<file path="config.mk">
export PLATFORM = sky130hd
export DESIGN_NAME = act_unit
export DESIGN_NICKNAME = d
export VERILOG_FILES = /design/src/rtl/act_pkg.sv /design/src/rtl/act_eval.sv /design/src/rtl/act_unit.sv
export SDC_FILE = /design/constraint.sdc
export NUM_CORES = 1
export LEC_CHECK = 0
export ABC_AREA = 1
export BUFFER_PORTS_ARGS = -buffer_cell sky130_fd_sc_hd__buf_2
export CORE_ASPECT_RATIO = 0.7
export CORE_UTILIZATION = 54
export CTS_CLUSTER_DIAMETER = 30
export DETAILED_ROUTE_END_ITERATION = 8
export GPL_ROUTABILITY_DRIVEN = 0
export PLACE_DENSITY = 0.82
export SYNTH_ARGS = -nofsm -noshare
export SYNTH_HDL_FRONTEND = slang
export SYNTH_HIERARCHICAL = 1
export SYNTH_SLANG_ARGS = --single-unit
export TNS_END_PERCENT = 100
</file>
<file path="constraint.sdc">
create_clock -name clk -period 6.1 [get_ports clk]
set_input_delay 0.915 -clock clk [delete_from_list [all_inputs] [get_ports clk]]
set_output_delay 0.915 -clock clk [all_outputs]
set_load 0.01 [all_outputs]
</file>
<file path="src/rtl/act_pkg.sv">
// -----------------------------------------------------------------------------
// act_pkg -- shared definitions for the activation unit.
//   * mode_t   : function select encoding (sigmoid / relu / tanh / identity)
//   * state_t  : sequencing FSM state type
//   * fx_*     : PLAN breakpoint and offset constants as functions of the
//                number of fraction bits F, evaluated at elaboration time.
// Fractional constants are built as (k * 1.0) >> m, so a small F truncates
// toward zero instead of needing a negative shift amount.
// -----------------------------------------------------------------------------
package act_pkg;

    typedef enum logic [1:0] {
        MODE_SIGMOID = 2'b00,
        MODE_RELU    = 2'b01,
        MODE_TANH    = 2'b10,
        MODE_IDENT   = 2'b11
    } mode_t;

    typedef enum logic [1:0] {
        ST_IDLE = 2'b00,
        ST_CALC = 2'b01,
        ST_DONE = 2'b10
    } state_t;

    // 1.0 in fixed point with f fraction bits
    function automatic longint fx_one(input int f);
        return longint'(1) << f;
    endfunction

    // 0.5
    function automatic longint fx_half(input int f);
        return fx_one(f) >> 1;
    endfunction

    // 0.625 = 5/8
    function automatic longint fx_0p625(input int f);
        return (5 * fx_one(f)) >> 3;
    endfunction

    // 0.84375 = 27/32
    function automatic longint fx_0p84375(input int f);
        return (27 * fx_one(f)) >> 5;
    endfunction

    // 2.375 = 19/8
    function automatic longint fx_2p375(input int f);
        return (19 * fx_one(f)) >> 3;
    endfunction

    // 5.0
    function automatic longint fx_5p0(input int f);
        return 5 * fx_one(f);
    endfunction

endpackage

</file>
<file path="src/rtl/act_eval.sv">
// -----------------------------------------------------------------------------
// act_eval -- combinational single-channel activation evaluator.
//   Parameters: S word width, F fraction bits (4 <= F <= S-4).
//   Ports:
//     x    in  [S-1:0]  signed fixed-point operand
//     mode in  mode_t   function select
//     y    out [S-1:0]  signed fixed-point result
//   Sigmoid is the PLAN piecewise-linear approximation; relu and identity are
//   trivial. Tanh (2*sigmoid(2x) - 1) is built only when ACT_UNIT_TANH_EN is
//   defined; otherwise mode 10 falls through to identity.
// -----------------------------------------------------------------------------
module act_eval
    import act_pkg::*;
#(
    parameter int S = 32,
    parameter int F = 16
) (
    input  logic [S-1:0] x,
    input  mode_t        mode,
    output logic [S-1:0] y
);

    localparam logic signed [S-1:0] ONE   = S'(fx_one(F));
    localparam logic signed [S-1:0] HALF  = S'(fx_half(F));
    localparam logic signed [S-1:0] C0625 = S'(fx_0p625(F));
    localparam logic signed [S-1:0] C0844 = S'(fx_0p84375(F));
    localparam logic signed [S-1:0] B2375 = S'(fx_2p375(F));
    localparam logic signed [S-1:0] B5    = S'(fx_5p0(F));
    localparam logic signed [S-1:0] MAXV  = {1'b0, {(S-1){1'b1}}};
    localparam logic signed [S-1:0] MINV  = {1'b1, {(S-1){1'b0}}};

    logic signed [S-1:0] xs;
    assign xs = x;

    function automatic logic signed [S-1:0] sigmoid(input logic signed [S-1:0] v);
        logic signed [S-1:0] a;
        logic signed [S-1:0] r;
        // |MIN| is not representable, so it saturates to MAX.
        a = v[S-1] ? ((v == MINV) ? MAXV : -v) : v;
        if (a >= B5)
            r = ONE;
        else if (a >= B2375)
            r = (a >>> 5) + C0844;
        else if (a >= ONE)
            r = (a >>> 3) + C0625;
        else
            r = (a >>> 2) + HALF;
        // Sigmoid is point-symmetric about (0, 0.5).
        if (v[S-1])
            r = ONE - r;
        return r;
    endfunction

`ifdef ACT_UNIT_TANH_EN
    logic signed [S-1:0] x2;
    // 2x overflows exactly when the two top bits differ.
    assign x2 = (xs[S-1] != xs[S-2]) ? (xs[S-1] ? MINV : MAXV) : (xs <<< 1);
`endif

    // NOTE: every output of a combinational block gets a default first so
    // no path leaves it unassigned (which would infer a latch).
    always_comb begin
        y = x;
        case (mode)
            MODE_SIGMOID: y = sigmoid(xs);
            MODE_RELU:    y = xs[S-1] ? '0 : x;
`ifdef ACT_UNIT_TANH_EN
            MODE_TANH:    y = (sigmoid(x2) <<< 1) - ONE;
`endif
            default:      y = x;
        endcase
    end

endmodule

</file>
<file path="src/rtl/act_unit.sv">
// -----------------------------------------------------------------------------
// act_unit -- N-channel activation unit with one shared evaluator.
//   Parameters: S word width, N channel count, F fraction bits (4..S-4).
//   Ports:
//     clk    in   clock, rising edge
//     rst_n  in   asynchronous active-low reset
//     x      in   [S*N-1:0] packed operands, channel i at [S*i +: S]
//     start  in   job request, honoured only while idle
//     mode   in   [1:0] 00 sigmoid, 01 relu, 10 tanh, 11 identity
//     y      out  [S*N-1:0] packed results, same packing as x
//     done   out  one-cycle pulse, N+1 cycles after the accepting edge
//     busy   out  high from the cycle after accept until done
//   Optional feature macro: ACT_UNIT_TANH_EN (tanh for mode 10; otherwise
//   mode 10 is identity).
//   Sequencing: IDLE -> CALC (one channel per cycle, channel 0 first) ->
//   DONE -> IDLE. done is registered off DONE so it appears the cycle the
//   FSM has already returned to IDLE, which is why busy is low alongside it.
// -----------------------------------------------------------------------------
module act_unit
    import act_pkg::*;
#(
    parameter int S = 32,
    parameter int N = 2,
    parameter int F = 16
) (
    input  logic           clk,
    input  logic           rst_n,
    input  logic [S*N-1:0] x,
    input  logic           start,
    input  logic [1:0]     mode,
    output logic [S*N-1:0] y,
    output logic           done,
    output logic           busy
);

    localparam int CW = (N > 1) ? $clog2(N) : 1;

    state_t         state;
    state_t         state_nxt;
    logic [CW-1:0]  cnt;
    logic [S*N-1:0] x_reg;
    mode_t          mode_reg;
    logic [S-1:0]   ev_in;
    logic [S-1:0]   ev_out;
    logic           last;

    assign last  = (cnt == CW'(N - 1));
    assign ev_in = x_reg[cnt*S +: S];
    assign busy  = (state != ST_IDLE);

    act_eval #(
        .S (S),
        .F (F)
    ) u_eval (
        .x    (ev_in),
        .mode (mode_reg),
        .y    (ev_out)
    );

    always_comb begin
        state_nxt = state;
        case (state)
            ST_IDLE: if (start) state_nxt = ST_CALC;
            ST_CALC: if (last)  state_nxt = ST_DONE;
            ST_DONE:            state_nxt = ST_IDLE;
            default:            state_nxt = ST_IDLE;
        endcase
    end

    // NOTE: sequential state uses non-blocking assignments so every register
    // samples pre-edge values, independent of statement order.
    always_ff @(posedge clk or negedge rst_n) begin
        if (!rst_n)
            state <= ST_IDLE;
        else
            state <= state_nxt;
    end

    // NOTE: the result and capture registers are all reset because a
    // reset must leave y at zero and abort any job in flight.
    always_ff @(posedge clk or negedge rst_n) begin
        if (!rst_n) begin
            x_reg    <= '0;
            mode_reg <= MODE_SIGMOID;
            cnt      <= '0;
            y        <= '0;
            done     <= 1'b0;
        end else begin
            done <= (state == ST_DONE);
            if (state == ST_IDLE && start) begin
                x_reg    <= x;
                mode_reg <= mode_t'(mode);
                cnt      <= '0;
            end
            if (state == ST_CALC) begin
                y[cnt*S +: S] <= ev_out;
                cnt           <= last ? '0 : cnt + CW'(1);
            end
        end
    end

endmodule

</file>
# [Yosys cells after proc, flatten, opt, wreduce, memory -nomap -nowiden]
# Cells that the tools add are included.
[word_totals] memories=0 romBits=0 in_bits=69 output_inout_bits=66 register_bits=134 ramBits=0 latchBits=0
[classes] bitwise_logic=0 n_shift=3 order_cmp=3 mux=16 n_mul=0 reduce_logical=6 div_mod_pow=0 eq_ne=6 n_addsub=7
[ops] cell="$mux 32" count=7
[ops] cell="$bwmux 64" count=1
[ops] cell="$pmux 32 s2" count=1
[ops] cell="$shift 32x34->64 const A" count=1
[ops] cell="$shiftx 32x34->64" count=1
[ops] cell="$shiftx 64x7->32" count=1
[ops] cell="$neg 6->34" count=1
[ops] cell="$eq 32x32->1 const B" count=1
[ops] cell="$ge 32x18->1 const B" count=1
[ops] cell="$ge 32x19->1 const B" count=1
[ops] cell="$ge 32x20->1 const B" count=1
[ops] cell="$neg 32->32" count=1
[ops] cell="$sub 18x32->32 const A" count=1
[ops] cell="$add 30x17->31 const B" count=1
[ops] cell="$mux 31" count=1
[ops] cell="$add 29x17->30 const B" count=1
[ops] cell="$add 27x17->28 const B" count=1
[ops] cell="$eq 2x1->1 const B" count=2
[ops] cell="$logic_not 2->1" count=2
[ops] cell="$mux 2" count=2
[ops] cell="$ne 2x2->1 const B" count=2
[ops] cell="$pmux 2 s2" count=1
[ops] cell="$reduce_bool 2->1" count=2
[ops] cell="$mux 1" count=3
[ops] cell="other kinds (4)" count=4

# [Logic depth before layout (Yosys ltp)]
# Gate-level depths: netlist (run 1).
[depth] depth_word=14 depth_mapped=37 depth_no_buf=35

# [Modules after synthesis]
# The synthesis (run 1) kept the hierarchy.
[by_module_without_submodules] mod="act_unit" cells_each=683 instances=1 area_each_um2=5626.6 seq_area_each_um2=3353.2
[by_module_without_submodules] mod="act_eval" cells_each=710 instances=1 area_each_um2=3418.3 seq_area_each_um2=0.0

# [Worst setup path after synthesis (run 1)]
# Ideal clock, no wire load.
[synth_path] kind="register -> register" start="register cnt" end="register y[20]" required_time_ps=6035 path_slack_ps=1845 stages_incl_launch_ff=36 n_path_buf=3 arrival_ps=4190 cell_sequence="dfrtp_1 inv_1 buf_2 buf_1 nand2_1 nand2_1 inv_2 ha_1 nand2_2 nor2_8 nand3_2 nor2_4 nor3_1 inv_1 ha_1 inv_1 nand2_1 nor2_1 nand2_1 nand2_1 nand2_2 buf_2 a21oi_1 nand2_2 ha_1 nand2_2 nor2_4 nand2_1 nor2_2 nand3_1 nand2_1 nand2_1 nand2_2 o21ai_1 nand3_1 nand2_1"
[synth_via] elab_chain_len=14
[synth_rtl] item="start, declared" line_no="act_unit.sv:40" rtl="logic [CW-1:0] cnt;"
[synth_rtl] item="start signal, assigned" line_no="act_unit.sv:97" rtl="cnt <= last ? '0 : cnt + CW'(1);"
[synth_rtl] item="$shiftx 64x7->32 *" line_no="act_unit.sv:48" rtl="assign ev_in = x_reg[cnt*S +: S];"
[synth_rtl] item="via ev_in[0]" line_no="act_unit.sv:43" rtl="logic [S-1:0] ev_in;"
[synth_rtl] item="$neg 32->32 / $eq 32x32->1 (equally long branches)" line_no="act_eval.sv:39" rtl="a = v[S-1] ? ((v == MINV) ? MAXV : -v) : v;"
[synth_rtl] item="$mux 32" line_no="act_eval.sv:39"
[synth_rtl] item="$mux 32 *" line_no="act_eval.sv:39"
[synth_rtl] item="$add 30x17->31 (tied with other cells)" line_no="act_eval.sv:47" rtl="r = (a >>> 2) + HALF;"
[synth_rtl] item="$mux 32" line_no="act_eval.sv:44" rtl="else if (a >= ONE)"
[synth_rtl] item="$mux 32" line_no="act_eval.sv:42" rtl="else if (a >= B2375)"
[synth_rtl] item="$mux 32 *" line_no="act_eval.sv:40" rtl="if (a >= B5)"
[synth_rtl] item="$mux 32 *" line_no="act_eval.sv:64" rtl="case (mode)"
[synth_rtl] item="$sub 18x32->32" line_no="act_eval.sv:50" rtl="r = ONE - r;"
[synth_rtl] item="$mux 32 *" line_no="act_eval.sv:49" rtl="if (v[S-1])"
[synth_rtl] item="$pmux 32 s2 *" line_no="act_eval.sv:64"
[synth_rtl] item="via ev_out[20]" line_no="act_unit.sv:44" rtl="logic [S-1:0] ev_out;"
[synth_rtl] item="$shiftx 32x34->64 *" line_no="act_unit.sv:96" rtl="y[cnt*S +: S] <= ev_out;"
[synth_rtl] item="$bwmux 64 *" line_no="act_unit.sv:96"
[synth_rtl] item="end signal, assigned by index" line_no="act_unit.sv:96"
[synth_rtl] item="end, declared" line_no="act_unit.sv:31" rtl="output logic [S*N-1:0] y,"
# The timed path passes the listed nets; every way through them passes the cells marked *. The select of a mux whose other input is x is not followed.
# A chain may end at the register's enable or synchronous reset.

# [Worst setup path after layout (run 1)]
[layout_path] start="register cnt" end="register y[28]"
# The elaborated chain is that of the path after synthesis.

==> results of run 1 <==
-- cells in the final DEF (no fill, tap or decap), drive strengths merged --
cell and n:
bufinv 2, nand2 592, o32ai 1, nand3 248
xor2 8, ha 9, clkinvlp 1, o22ai 7
o21ai 48, o211ai 3, and2 3, xnor2 2
o2111ai 1, dfrtp 134, nand3b 2, a21oi 24
nand4 11, nor4 1, clkinv 6, nor2 113
o41ai 1, nor3 8, buf 146, clkbuf 20
inv 109, o21bai 1
-- worst paths after layout --
check / slack, ps / end / depth (start not counted) / start
worst min register to register: 470 / y[51]$_DFFE_PN0P_ / 2 / y[51]$_DFFE_PN0P_
worst max-delay path: 570 / y[28]$_DFFE_PN0P_ / 33 / cnt$_DFFE_PN0P_
worst max register to register: 570 / y[28]$_DFFE_PN0P_ / 33 / cnt$_DFFE_PN0P_
worst min-delay path: 470 / y[51]$_DFFE_PN0P_ / 2 / y[51]$_DFFE_PN0P_
max in group asynchronous: 4090 / cnt$_DFFE_PN0P_ / 2 / rst_n
min in group asynchronous: 580 / x_reg[50]$_DFFE_PN0P_ / 1 / rst_n
-- metal layers --
layer,share of wire,wire [µm],vias to the layer above,track usage
met5,0,0,-,0
met4,0.038,1010,0,0.145
met3,0.12,3230,93,0.0782
met2,0.41,11200,562,0.486
met1,0.43,11600,4448,0.467
li1,-,-,4624,-
-- kinds of logic (layout without fill, tap and decap cells) --
kind of cell    Yosys count  in the layout  synth area share
compound gates           86             86            0.0509
xor+xnor                 10             10           0.00968
fa+ha+maj                 9              9            0.0125
buf+inv                 176            284            0.0819
flops                   134            134             0.371
simple gates            978            978             0.474
-- power breakdown --
part | leakage (nW) | switching [W] | internal [W] | total, W
clock | 0.294 | 0.000422 | 0.000631 | 0.00105
sequential | 1.72 | 0.000289 | 0.00127 | 0.00156
combinational | 4.01 | 0.00278 | 0.00115 | 0.00394
-- tightest hold or removal path, stage by stage, from the launching register on --
cell     delay (ps)
dfrtp_1         330
nand2_1          50
nand2_1          50
-- cell type report --
| cell class | count | area share |
|---|---|---|
| Timing Repair Buffer | 146 | 0.0740 |
| Tap cell | 225 | 0.0272 |
| Clock inverter | 12 | 0.0136 |
| Inverter | 106 | 0.0387 |
| Sequential cell | 134 | 0.324 |
| Clock buffer | 20 | 0.0441 |
| Multi-Input combinational cell | 1083 | 0.479 |
-- stage by stage --
stage | area (µm²) | setup WS [ps]
floorplan | 9040 | 1840
global placement | 9760 | 793
detailed placement | 9760 | 607
CTS | 10400 | 488
global route | 10400 | 42.0
finish | 10400 | 568
==> impl_metrics.csv, run 1 <==
group,metric,value,unit
run_status,outcome,"complete, no violations",
yosys,ys_ff_latch,134,
timing,holdWs,473,ps
yosys,synthDistinctLibCells,39,
die,die_w,157,µm
yosys,avgSynthCellArea,6.49,µm²
place,dp.cells,1694,
timing,fmax,0.181,GHz
yosys,synth_common_cells,"nand2_1 (568), nand3_1 (239), dfrtp_1 (134), nor2_1 (93), inv_1 (88)",
clock_tree,cts-buffers-inserted,17,
die,core_area,0.0163,mm²
clock_tree,cts_tree,"yes",
yosys,synth_edf_count,0,
clock_tree,postCtsHoldBufs,0,
power_and_ir_drop,power_density,632,mW/mm²
final_layout,seq_area,0.00336,mm²
timing,relSlewSlack,0.140,
global_routing,overflow,0,
yosys,syn_inst,1393,
timing,period_minus_slack,5530,ps
clock_tree,clk_latency,430,ps
clock_tree,htreeDepth,4,
drt,drc,0,
place,port_buffers,134,
yosys,mappedNetlistNets,1471,
timing,final_hold_viol_count,0,
timing,rsz0062_at_grt,"no",
global_routing,track_usage,0.332,
global_routing,grt_max_degree,70,
drt,wl_per_cell,15.7,µm
power_and_ir_drop,vdd_drop_max,0.000399,V
critical_path,cp_max_fo,34,
final_layout,finalNetCount,1566,
final_layout,n_fill_cell,1489,
global_routing,grt_pass1_vias,8759,
yosys,synth_most_common_cell,"nand2_1",
critical_path,endpoint_kind,"flop",
yosys,synth_top_flop_cell,"dfrtp_1",
clock_tree,clk_pin_slew,60,ps
timing,min_period_over_period,0.907,
clock_tree,ctsResizeCount,0,
die,ios,135,
drt,vias,9727,
yosys,ys_warn_count,6,
final_layout,multiInputGateArea,0.00496,mm²
drt,drtPass1Iterations,6,
yosys,synth_area,0.00904,mm²
timing,setup_viol,0,
die,start_util,0.553,
timing,slew_violations,0,
final_layout,drive_above_1_share,0.170,
critical_path,critPathLaunchType,"flop",
drt,viasPerCell,5.64,
yosys,yosysSeqAreaShare,0.371,
flow_run,maxCapViolations,0,
timing,fin_setup_tns,0,ps
critical_path,required,6410,ps
power_and_ir_drop,p_leak,6.02,nW
critical_path,critPathMaxStageDelay,640,ps
drt,drt_iter0_drc,1152,
global_routing,grt_pass1_wl,44.0,mm
critical_path,criticalPathCategory,"reg2reg",
timing,skew,10.3,ps
yosys,yosysTopAreaCell,"dfrtp_1",
clock_tree,cts-root-buf,"clkbuf_16",
drt,wirelength,27.0,mm
yosys,ys_top_cells_by_area,"dfrtp_1 (37%), nand2_1 (24%), nand3_1 (13%), nor2_1 (3.9%), inv_1 (3.7%)",
critical_path,path_buf_inv,5,
critical_path,crit_family,"simple AND/OR/NAND/NOR gates",
critical_path,cp_common_cell,"nand2_1",
place,dp_hpwl,19.6,mm
drt,ant_nets,0,
critical_path,crit_arrival,5840,ps
final_layout,fin_util,0.634,
clock_tree,cts_setup_buffers,0,
final_layout,area_delta_synth_final,14.6,%
clock_tree,cts.sinks,134,
power_and_ir_drop,total_power,0.00655,W
die,die_h,110,µm
clock_tree,clockBufferDepth,2,
yosys,async_reset_ff_frac,1.00,
critical_path,cpMaxStageDelayCell,"dfrtp_4",
final_layout,fin_cells,1726,
hold_path,hold_path_class,"reg2reg",
final_layout,insertedDiodeCount,0,
timing,worst_slew_pin_slew,1290,ps
yosys,synth_top_area_share,0.371,
die,std_cell_rows,39,
global_routing,antenna_found_initial,0,
die,dieArea,0.0173,mm²
Note: power is estimated with default switching activity, not from simulation.
==> run 2: changes to the inputs <==
- SYNTH_HIERARCHICAL: 1 -> default
==> run 2 against run 1 <==
- highest routed layer unchanged
- combinational power grew 6.6%
- power grew 3.9%
- synthesized cell count increased by 1.1%
==> impl_metrics.csv, run 2 <==
group,metric,value,unit
run_status,outcome,"complete, no violations",
yosys,synth-xor-area-share,0.00921,
timing,slew_violations,0,
final_layout,insertedDiodeCount,0,
clock_tree,clk_pin_slew,60,ps
place,port_buffers,134,
hold_path,hold_path_class,"reg2reg",
drt,drt_iter0_drc,1043,
timing,period_minus_slack,5530,ps
flow_run,maxCapViolations,0,
timing,holdWs,445,ps
timing,skew,9.63,ps
final_layout,fin_util,0.631,
yosys,ys_warn_count,0,
yosys,synthMuxAreaShare,0.0288,
clock_tree,postCtsHoldBufs,0,
timing,min_period_over_period,0.907,
die,std_cell_rows,40,
yosys,synth_top_area_share,0.353,
critical_path,crit_arrival,5850,ps
die,core_area,0.0172,mm²
drt,drtPass1Iterations,6,
global_routing,overflow,0,
critical_path,critPathMaxStageDelay,510,ps
timing,rsz0062_at_grt,"no",
final_layout,final_common_cell,"nand2_1",
critical_path,cp_max_fo,65,
die,die_h,113,µm
final_layout,drive_above_1_share,0.212,
drt,vias,9566,
clock_tree,ctsResizeCount,0,
critical_path,cpMaxStageDelayCell,"buf_4",
clock_tree,clockBufferDepth,2,
yosys,synth_compound_area_frac,0.0801,
yosys,mappedNetlistNets,1487,
critical_path,critPathLaunchType,"flop",
drt,ant_nets,0,
global_routing,grt_pass1_vias,9088,
yosys,synth_top_family_by_area,"simple AND/OR/NAND/NOR gates",
power_and_ir_drop,p_leak,5.93,nW
drt,drc,0,
timing,fin_setup_tns,0,ps
die,dieArea,0.0182,mm²
timing,final_hold_viol_count,0,
hold_path,worstHoldStart,"state[0]$_DFFE_PN0P_",
clock_tree,cts_tree,"yes",
final_layout,n_fill_cell,1544,
yosys,async_reset_ff_frac,1.00,
die,start_util,0.554,
final_layout,area_delta_synth_final,14.0,%
yosys,syn_inst,1408,
clock_tree,cts.sinks,134,
drt,viasPerCell,5.44,
die,die_w,161,µm
timing,relSlewSlack,0.482,
timing,worst_slew_pin_slew,777,ps
drt,wl_per_cell,15.0,µm
critical_path,criticalPathCategory,"reg2reg",
final_layout,finalNetCount,1595,
final_layout,fin_cells,1758,
yosys,synth-simple-area-share,0.405,
power_and_ir_drop,vdd_drop_max,0.000348,V
power_and_ir_drop,power_density,628,mW/mm²
yosys,avgSynthCellArea,6.75,µm²
yosys,synthDistinctLibCells,44,
timing,setup_viol,0,
critical_path,endpoint_kind,"flop",
global_routing,grt_pass1_wl,43.9,mm
clock_tree,cts_setup_buffers,0,
clock_tree,cts-root-buf,"clkbuf_16",
place,dp.cells,1728,
global_routing,grt_max_degree,86,
yosys,yosysTopAreaCell,"dfrtp_1",
clock_tree,clk_latency,430,ps
die,ios,135,
clock_tree,htreeDepth,4,
global_routing,track_usage,0.304,
yosys,synth_top_flop_cell,"dfrtp_1",
critical_path,cp_common_cell,"nand2_1",
yosys,synth-adder-area-share,0.0132,
critical_path,timing.critical_path.from,"cnt$_DFFE_PN0P_",
yosys,yosysSeqAreaShare,0.353,
yosys,ys_ff_latch,134,
final_layout,final_cell_mix,"nand2_1 (417), inv_1 (180), nand3_1 (153)",
global_routing,antenna_found_initial,0,
yosys,synth_common_cells,"nand2_1 (419), inv_1 (180), nand3_1 (153), nor2_1 (144), dfrtp_1 (134)",
critical_path,required,6420,ps
timing,fmax,0.181,GHz
yosys,synth_edf_count,0,
critical_path,rr_startpoint,"cnt$_DFFE_PN0P_",
drt,wirelength,26.4,mm
yosys,synth_most_common_cell,"nand2_1",
yosys,synth_area,0.00951,mm²
power_and_ir_drop,total_power,0.00681,W
clock_tree,cts-buffers-inserted,17,
place,dp_hpwl,19.4,mm
yosys,ys_top_cells_by_area,"dfrtp_1 (35%), nand2_1 (17%), nand3_1 (8.1%), inv_1 (7.1%), nor2_1 (5.7%)",
## run 2: changes by cell type after synthesis, sizes merged, moves of 6 or more
cell,previous run,this run
nand2,592,444
or2,0,41
buf,53,41
o22ai,7,1
mux2i,0,6
mux2,0,19
nor2,113,166
inv,104,192
a21oi,24,73
nand3,248,169
## run 2: cell type report
type,instances,area (µm²),area share
multi-input cells,1025,5120,0.472
flip-flops and latches,134,3350,0.309
repair buffers,145,759,0.0701
inverters,193,727,0.0671
clock buffers,20,467,0.0431
well taps,231,289,0.0267
clock inverters,10,123,0.0113
## run 2: metrics by stage
stage	cell area (µm²)	worst slack [ps]
final	10800	570
after global routing	10800	94.5
after CTS	10800	709
after detailed placement	10300	768
after global placement	10300	985
after floorplan	9510	1940
## run 2: cell families after synthesis
group           after synthesis
compound gates              139
xor+xnor                     10
fa+ha+maj                    10
buf+inv                     249
flops                       134
mux                          25
simple gates                841
## run 2: routing by layer
layer	routed length [µm]	share of wire	up-vias	track usage
li1	-	-	4614	-
met1	11700	0.44	4423	0.415
met2	11400	0.43	465	0.469
met3	2470	0.093	64	0.0682
met4	778	0.029	0	0.126
met5	0	0	-	0
## run 2: worst paths after layout
check,to,slack (ps),cells after the start
setup / recovery,y[54]$_DFFE_PN0P_,570,29
hold reg to reg,done$_DFF_PN0_,450,1
setup reg to reg,y[54]$_DFFE_PN0P_,570,29
min in group asynchronous,x_reg[12]$_DFFE_PN0P_,520,1
hold / removal,done$_DFF_PN0_,450,1
max in group asynchronous,y[30]$_DFFE_PN0P_,4450,2
## run 2: worst max-delay path: cells and delay by family, from the launching register on
family | cells | cell delay, ps
adder cells (fa/ha/maj) | 1 | 200
buffers and inverters | 5 | 910
flip-flops | 1 | 400
AND/OR/NAND/NOR | 23 | 3840
## run 2: report_power, final
group	total [W]	switching, W	leakage (nW)	internal (W)
combinational	0.00420	0.00284	4.13	0.00136
sequential	0.00157	0.000229	1.52	0.00135
clock	0.00103	0.000400	0.281	0.000632
total	0.00681	0.00347	5.93	0.00333
==> run 3: changes to the inputs <==
- clock period: 6.1 -> 5.75 ns (I/O delays scaled with it)
==> run 3 against run 2 <==
- sequential power increased by 9%
- fmax increased by 2.0%
- core utilization hardly changed
- clock power is essentially flat
- flip-flop and latch count is the same
- largest power group unchanged
- largest cell class unchanged
- register-to-register slack lost 240 ps
- final area about the same
- setup slack worse by 240 ps
==> impl_metrics.csv, run 3 (synthesis gave the netlist of run 2 again) <==
group,metric,value,unit
critical_path,endpoint_kind,"flop",
clock_tree,cts-buffers-inserted,17,
hold_path,worstHoldEndpoint,"done$_DFF_PN0_",
power_and_ir_drop,seq_power_share,0.237,
clock_tree,clockBufferDepth,2,
critical_path,worst-r2r-cell-count,31,
power_and_ir_drop,pwr-share-clk,0.143,
critical_path,r2r-end,"y[60]$_DFFE_PN0P_",
die,core_area,0.0172,mm²
power_and_ir_drop,swShare,0.517,
global_routing,track_usage,0.307,
final_layout,area_delta_synth_final,14.0,%
hold_path,worstHoldStart,"state[0]$_DFFE_PN0P_",
final_layout,drive_above_1_share,0.213,
drt,ant_nets,0,
global_routing,grt_pass1_vias,8919,
timing,skew,9.64,ps
critical_path,rrSetupSlack,330,ps
die,ios,135,
timing,min_period_over_period,0.943,
drt,drc,0,
place,port_buffers,134,
drt,drtPass1Iterations,6,
power_and_ir_drop,net-switching-power,0.00371,W
critical_path,critPathLaunchType,"flop",
clock_tree,cts_tree,"yes",
drt,wirelength,26.7,mm
power_and_ir_drop,p_int,0.00347,W
clock_tree,clk_latency,430,ps
power_and_ir_drop,comb_power_share,0.620,
place,dp_hpwl,19.7,mm
drt,wl_per_cell,15.1,µm
critical_path,rr_startpoint,"cnt$_DFFE_PN0P_",
timing,slew_violations,0,
timing,final_hold_viol_count,0,
final_layout,insertedDiodeCount,0,
timing,fin_setup_tns,0,ps
timing,fmax,0.184,GHz
drt,drt_iter0_drc,1108,
critical_path,required,6070,ps
critical_path,timing.critical_path.from,"cnt$_DFFE_PN0P_",
global_routing,antenna_found_initial,0,
power_and_ir_drop,power_density,663,mW/mm²
final_layout,finalNetCount,1599,
critical_path,critPathMaxStageDelay,600,ps
final_layout,final_cell_mix,"nand2_1 (417), inv_1 (180), nand3_1 (153)",
critical_path,cp_common_cell,"nand2_1",
timing,setup_viol,0,
clock_tree,htreeDepth,4,
final_layout,fin_util,0.631,
run_status,outcome,"complete, no violations",
critical_path,crit_arrival,5750,ps
timing,relSlewSlack,0.440,
power_and_ir_drop,p_leak,5.93,nW
hold_path,hold_path_class,"reg2reg",
drt,vias,9564,
die,start_util,0.554,
timing,period_minus_slack,5420,ps
clock_tree,cts.sinks,134,
die,die_h,113,µm
critical_path,cp_max_fo,24,
clock_tree,clk_pin_slew,60,ps
final_layout,final_common_cell,"nand2_1",
drt,viasPerCell,5.42,
global_routing,grt_pass1_wl,44.0,mm
critical_path,cpMaxStageDelayCell,"dfrtp_4",
global_routing,overflow,0,
global_routing,grt_max_degree,93,
clock_tree,cts-root-buf,"clkbuf_16",
die,dieArea,0.0182,mm²
power_and_ir_drop,vdd_drop_max,0.000346,V
die,std_cell_rows,40,
hold_path,hold-path-cell-count,1,
flow_run,maxCapViolations,0,
timing,worst_slew_pin_slew,840,ps
die,die_w,161,µm
critical_path,criticalPathCategory,"reg2reg",
-- run 3: cell types whose count changed in the layout (fill, tap and decap cells not counted), sizes merged --
cell,delta
bufinv,-1
buf,+4
clkbuf,+1
clkinv,+2
-- run 3: how the worst max path moves through the flow --
stage | endpoint | slack [ps] | cells after the start
2_1_floorplan | y[52]$_DFFE_PN0P_ | 1590 | 32
5_1_grt | y[60]$_DFFE_PN0P_ | -20 | 35
4_1_cts | y[60]$_DFFE_PN0P_ | 280 | 28
3_3_place_gp | y[28]$_DFFE_PN0P_ | 440 | 28
6_report | y[60]$_DFFE_PN0P_ | 330 | 31
3_5_place_dp | y[60]$_DFFE_PN0P_ | 320 | 28
-- run 3: timing repair --
| action | in CTS | in global routing |
|---|---|---|
| setup endpoints to repair | 0 | 45 |
| resized for setup | 0 | 4 |
| hold buffers | 0 | 0 |
| buffers inserted | 0 | 2 |
-- run 3: critical path: cells and delay by family, from the launching register on --
| kind | cells | cell delay (ps) |
|---|---|---|
| AO/OA/AOI/OAI | 5 | 1180 |
| AND/OR/NAND/NOR | 17 | 2020 |
| flip-flops | 1 | 600 |
| adder cells (fa/ha/maj) | 2 | 480 |
| buffers and inverters | 7 | 990 |
-- run 3: routing by layer --
layer / vias up / global-route usage / part of all wire
met4: 0 / 0.0851 / 0.020
li1: 4621 / - / -
met5: - / 0 / 0
met1: 4379 / 0.426 / 0.44
met3: 60 / 0.0784 / 0.099
met2: 504 / 0.475 / 0.44
-- run 3: layout make-up --
| class | instances | area, µm² |
|---|---|---|
| Clock inverter | 11 | 103 |
| Sequential cell | 134 | 3360 |
| Timing Repair Buffer | 149 | 793 |
| Tap cell | 231 | 289 |
| Clock buffer | 21 | 440 |
| Fill cell | 1547 | 6330 |
| Multi-Input combinational cell | 1025 | 5130 |
| Inverter | 193 | 727 |
-- run 3: power by group through the flow --
stage,sequential [W],combinational (W),clock (W)
floorplan,0.00173,0.00314,0
global placement,0.00169,0.00424,0
detailed placement,0.00170,0.00433,0
CTS,0.00170,0.00437,0.00104
global route,0.00175,0.00496,0.00108
finish,0.00171,0.00446,0.00102
-- run 3: metrics by stage --
step,cell area [µm²],cells,total power [W],hold WS [ps],setup WS (ps)
global placement,10300,1730,0.00592,434,443
detailed placement,10300,1730,0.00603,440,321
global route,10800,1764,0.00779,505,-22.7
finish,10800,1764,0.00719,461,326
floorplan,9510,1408,0.00488,423,1590
CTS,10800,1762,0.00711,465,277
